===== config.mk =====
export PLATFORM = sky130hd
export DESIGN_NAME = if_pc_fetch_unit
export DESIGN_NICKNAME = d
export VERILOG_FILES = /design/src/rtl/mips_pkg.sv /design/src/rtl/if_pc_fetch_unit.sv
export SDC_FILE = /design/constraint.sdc
export NUM_CORES = 1
export LEC_CHECK = 0
export BUFFER_PORTS_ARGS = -buffer_cell sky130_fd_sc_hd__buf_2
export CAP_MARGIN = 5
export CELL_PAD_IN_SITES_DETAIL_PLACEMENT = 1
export CELL_PAD_IN_SITES_GLOBAL_PLACEMENT = 1
export CORE_UTILIZATION = 30
export DETAILED_ROUTE_END_ITERATION = 6
export PLACE_DENSITY = 0.71
export SYNTH_ARGS = -nofsm -noshare
export SYNTH_HDL_FRONTEND = slang
export SYNTH_SLANG_ARGS = --single-unit

===== constraint.sdc =====
create_clock -name clk -period 3.2 [get_ports clk]
set_input_delay 0 -clock clk [delete_from_list [all_inputs] [get_ports clk]]
set_output_delay 0 -clock clk [all_outputs]
set_load 0.01 [all_outputs]

===== src/rtl/mips_pkg.sv =====
// mips_pkg: shared fetch-stage types and constants
package mips_pkg;
  typedef enum logic [1:0] {BOOT, RUN, FAULT} fetch_state_t;
  localparam int INSTR_BYTES = 4;
  localparam int JUMP_INDEX_W = 26;
endpackage


===== src/rtl/if_pc_fetch_unit.sv =====
// if_pc_fetch_unit: IF-stage PC owner with redirect, stall, flush and sticky fetch-fault trap
module if_pc_fetch_unit
  import mips_pkg::*;
#(
  parameter int ADDR_SIZE = 32,
  parameter int MEM_DEPTH = 1024,
  parameter logic [ADDR_SIZE-1:0] RESET_VECTOR = '0
) (
  input  logic                    clk,
  input  logic                    rst_n,
  input  logic                    PCWrite,
  input  logic                    IF_IDWrite,
  input  logic                    branch_taken,
  input  logic [ADDR_SIZE-1:0]    branch_target,
  input  logic                    jump,
  input  logic [JUMP_INDEX_W-1:0] jump_index,
  output logic [ADDR_SIZE-1:0]    read_address,
  output logic                    IF_Flush,
  output logic [ADDR_SIZE-1:0]    if_id_pc_plus4,
  output logic                    if_id_valid,
  output logic                    fetch_fault,
  output logic [ADDR_SIZE-1:0]    fault_pc
);
  localparam logic [ADDR_SIZE-1:0] LP_LAST_PC = ADDR_SIZE'(MEM_DEPTH - INSTR_BYTES);

  fetch_state_t           r_state, w_next_state;
  logic [ADDR_SIZE-1:0]   r_pc, w_next_pc, w_pc_plus4, w_jump_pc;
  logic [ADDR_SIZE-1:0]   r_if_id_pc_plus4, r_fault_pc;
  logic                   r_if_id_valid, r_fetch_fault;
  logic                   w_bad, w_flush;

  assign w_pc_plus4 = r_pc + ADDR_SIZE'(INSTR_BYTES);
  assign w_jump_pc  = {r_if_id_pc_plus4[ADDR_SIZE-1 -: 4], jump_index, 2'b00};
  assign w_bad      = (r_pc[1:0] != 2'b00) || (r_pc > LP_LAST_PC);

  // Next state, next PC and flush; a bad PC beats any redirect or stall
  always_comb begin
    w_next_state = r_state;
    w_next_pc    = r_pc;
    w_flush      = 1'b0;
    case (r_state)
      BOOT: begin
        w_flush      = 1'b1;
        w_next_state = RUN;
      end
      RUN: begin
        if (w_bad) begin
          w_flush      = 1'b1;
          w_next_state = FAULT;
        end else if (PCWrite) begin
          w_flush   = branch_taken || jump;
          w_next_pc = branch_taken ? branch_target : jump ? w_jump_pc : w_pc_plus4;
        end
      end
      default: w_flush = 1'b1;
    endcase
  end

  // PC, IF/ID and fault registers; flush clears IF/ID even while IF_IDWrite is low
  always_ff @(posedge clk or negedge rst_n) begin
    if (!rst_n) begin
      r_state          <= BOOT;
      r_pc             <= RESET_VECTOR;
      r_if_id_pc_plus4 <= '0;
      r_if_id_valid    <= 1'b0;
      r_fetch_fault    <= 1'b0;
      r_fault_pc       <= '0;
    end else begin
      r_state <= w_next_state;
      r_pc    <= w_next_pc;
      if (w_flush) begin
        r_if_id_pc_plus4 <= '0;
        r_if_id_valid    <= 1'b0;
      end else if (IF_IDWrite) begin
        r_if_id_pc_plus4 <= w_pc_plus4;
        r_if_id_valid    <= 1'b1;
      end
      if (r_state == RUN && w_bad) begin
        r_fetch_fault <= 1'b1;
        r_fault_pc    <= r_pc;
      end
    end
  end

  assign read_address   = r_pc;
  assign IF_Flush       = w_flush;
  assign if_id_pc_plus4 = r_if_id_pc_plus4;
  assign if_id_valid    = r_if_id_valid;
  assign fetch_fault    = r_fetch_fault;
  assign fault_pc       = r_fault_pc;
endmodule


==> results.cfg <==
[clocking]
insertion_delay_ps = 350
clock_path_buffers = 2
htree_levels = 3
hold_buffers = 17
post_cts_resized = 0
clock_sinks = 100
cts_tree = built
post_cts_buffers = 0
clkTransAtPathRegs_ps = 70
cts_buffers = 9
root_buffer = clkbuf_16

[pwr]
vdd.ir_drop.worst_uv = 281
p_leak_nw = 3.01
switching_share_pct = 26.2
power.internal_mw = 2.17
p_seq_share_pct = 47.4
comb_power_share_pct = 12.4
power_density_nw_per_um2 = 469
pwr-share-clk_pct = 40.2
power_switching_uw = 768

[synth]
yosysSeqAreaShare_pct = 52.2
yosysWarnings = 0
ys_ff_latch = 100
syn_nets = 496
ys.flop_type = dfrtp_1
async_reset_ff_share_pct = 100
synth_area_leaders = dfrtp_1 52%, mux2_1 6.6%, and2_1 3.1%, nand2b_1 2.6%, a31o_2 2.2%
synth_edf_count = 0
synth_top_area_share_pct = 52.2
syn_area_sq_um = 4790
synthDistinctLibCells = 56
synth_top_area_cell = dfrtp_1
syn-instance-count = 431
synth_area_per_cell_sq_um = 11.1

[worst_hold_path]
min_path_type = in2reg
hp-start = branch_target[28]

[timing]
hold_viol_final = 0
finalSetupViolCount = 0
min_period_over_period_pct = 78.3
maxSlewHeadroom_pct = 50.7
fmax_mhz = 399
fin_skew_ps = 6.76
fin_crit_ps = 2500
rsz0062_at_grt = no
fin_tns_setup_ps = 0
drv_slew = 0
worst_pin_slew_ps = 740

[die]
row_count = 45
die_area_sq_um = 16500
io_pins = 163
core_sq_um = 15400
start_util_pct = 31.1
die_height_um = 128
die_x_um = 128

[cells_and_area]
antenna_cells = 0
synthToLayoutAreaGrowth_pct = 30.7
fin_nets = 661
stdcell_count = 811
final_common_cell = buf_2
mostFrequentLayoutCells = 161 x buf_2, 100 x dfrtp_1, 28 x mux2_1
post_route_cells_drive_above_1_share_pct = 36.0

[route]
ant_nets = 0
drc = 0
avgViaCountPerCell = 5.13
routedWlPerCell_um = 19.7
routed_wl_um = 16000
vias = 4162
drt_iter0_markers = 196
dr.pass1.iters = 4

[critical_path]
arrival_ps = 2500
crit_chain = or4_4 -> nor2_4 -> buf_4 -> nand3_1 -> buf_2
worstSetupStartpoint = read_address[28]
rr_startpoint = read_address[0]
cp-start-kind = register
path_class = reg2out
cp_slowest_stage_delay_ps = 570
required_ps = 3200
crit_buf_inv = 2
cp_max_fo = 14
cp_slowest_cell = or4_4
end_kind = output port
critPathTopFamily = simple AND/OR/NAND/NOR gates

[status]
status = finished clean

[global_routing]
grt_max_degree = 37
grt_first_pass_wirelength_um = 25300
grt_overflow = 0
grt_antenna_before_repair = 2
grt_use_total_pct = 20.3
grt_pass1_vias = 4491

[placed_design]
place_inst = 779
io_buffer_count = 162
dp_hpwl_um = 11600
globalplace.congestion = 0.831

[job]
drv_cap = 0
[worst min-delay path: cells and delay by family]
family                 cells  cell delay (ps)
AOI/OAI and AO/OA          2              250
buffers and inverters      1               80
[cell usage after synthesis (5+ instances only)]
master / count
a211oi_1: 8
a21oi_1: 15
a31o_1: 8
a31o_2: 12
a31oi_1: 13
and2_1: 24
and4_1: 5
buf_2: 13
clkbuf_1: 17
dfrtp_1: 100
inv_1: 8
mux2_1: 28
mux2_2: 5
mux2i_1: 5
nand2_1: 19
nand2b_1: 20
nand3_1: 14
nand4_1: 11
nor2_1: 14
nor4_1: 7
o21ai_0: 8
o22a_1: 8
o31ai_1: 8
[final timing paths]
check                      depth (start not counted)               end  slack [ps]
setup reg to reg                                   6   read_address[1]         820
hold reg to reg                                    1       fetch_fault         470
min in group asynchronous                          2       if_id_valid         140
setup / recovery                                   5          IF_Flush         700
hold / removal                                     3  read_address[28]          20
max in group asynchronous                          3      fault_pc[13]        2200
[final cells by class]
| cell class | count | area, sq um |
|---|---|---|
| Sequential cell | 100 | 2500 |
| Multi-Input combinational cell | 285 | 2070 |
| Clock inverter | 5 | 86.3 |
| Timing Repair Buffer | 190 | 1080 |
| Inverter | 10 | 37.5 |
| Fill cell | 1805 | 9160 |
| Tap cell | 211 | 264 |
| Clock buffer | 10 | 229 |
[routing by layer]
layer / track usage, % / share of wire, %
met1: 26.7 / 44
met2: 33.1 / 49
met5: 0 / 0.050
met3: 3.53 / 5.6
met4: 8.44 / 1.9
[registers in the layout, summed over array words and instances, names as in the netlist]
register        flops
if_id_valid         1
read_address       32
r_state             2
fetch_fault         1
if_id_pc_plus4     32
fault_pc           32
[metrics by stage]
stage | cell area, sq um | worst slack (ps) | utilization, % | hold WS, ps | total power [mW]
floorplan | 4790 | 1200 | - | -296 | 1.57
global placement | 5780 | 861 | 37.5 | -9.71 | 1.76
detailed placement | 5780 | 740 | 37.5 | 5.15 | 1.77
CTS | 6260 | 655 | 40.6 | 0.539 | 2.98
global route | 6260 | 567 | 40.6 | 23.2 | 3.07
finish | 6260 | 695 | 40.6 | 18.0 | 2.94
[kinds of logic (layout without fill, tap and decap cells)]
| family | count (synthesis) | in the layout | synth area share, % |
|---|---|---|---|
| simple gates | 132 | 132 | 16.2 |
| flops | 100 | 100 | 52.2 |
| mux | 38 | 38 | 8.79 |
| buf+inv | 46 | 215 | 4.72 |
| fa+ha+maj | 1 | 1 | 0.261 |
| xor+xnor | 5 | 5 | 0.914 |
| compound gates | 109 | 109 | 17.0 |
[power groups by stage]
stage	logic (mW)	clock network [mW]	registers, mW
2_1_floorplan	0.160	0	1.41
3_3_place_gp	0.343	0	1.41
3_5_place_dp	0.351	0	1.42
4_1_cts	0.369	1.22	1.39
5_1_grt	0.399	1.27	1.40
6_report	0.363	1.18	1.39
(Power assumes the default switching activity.)
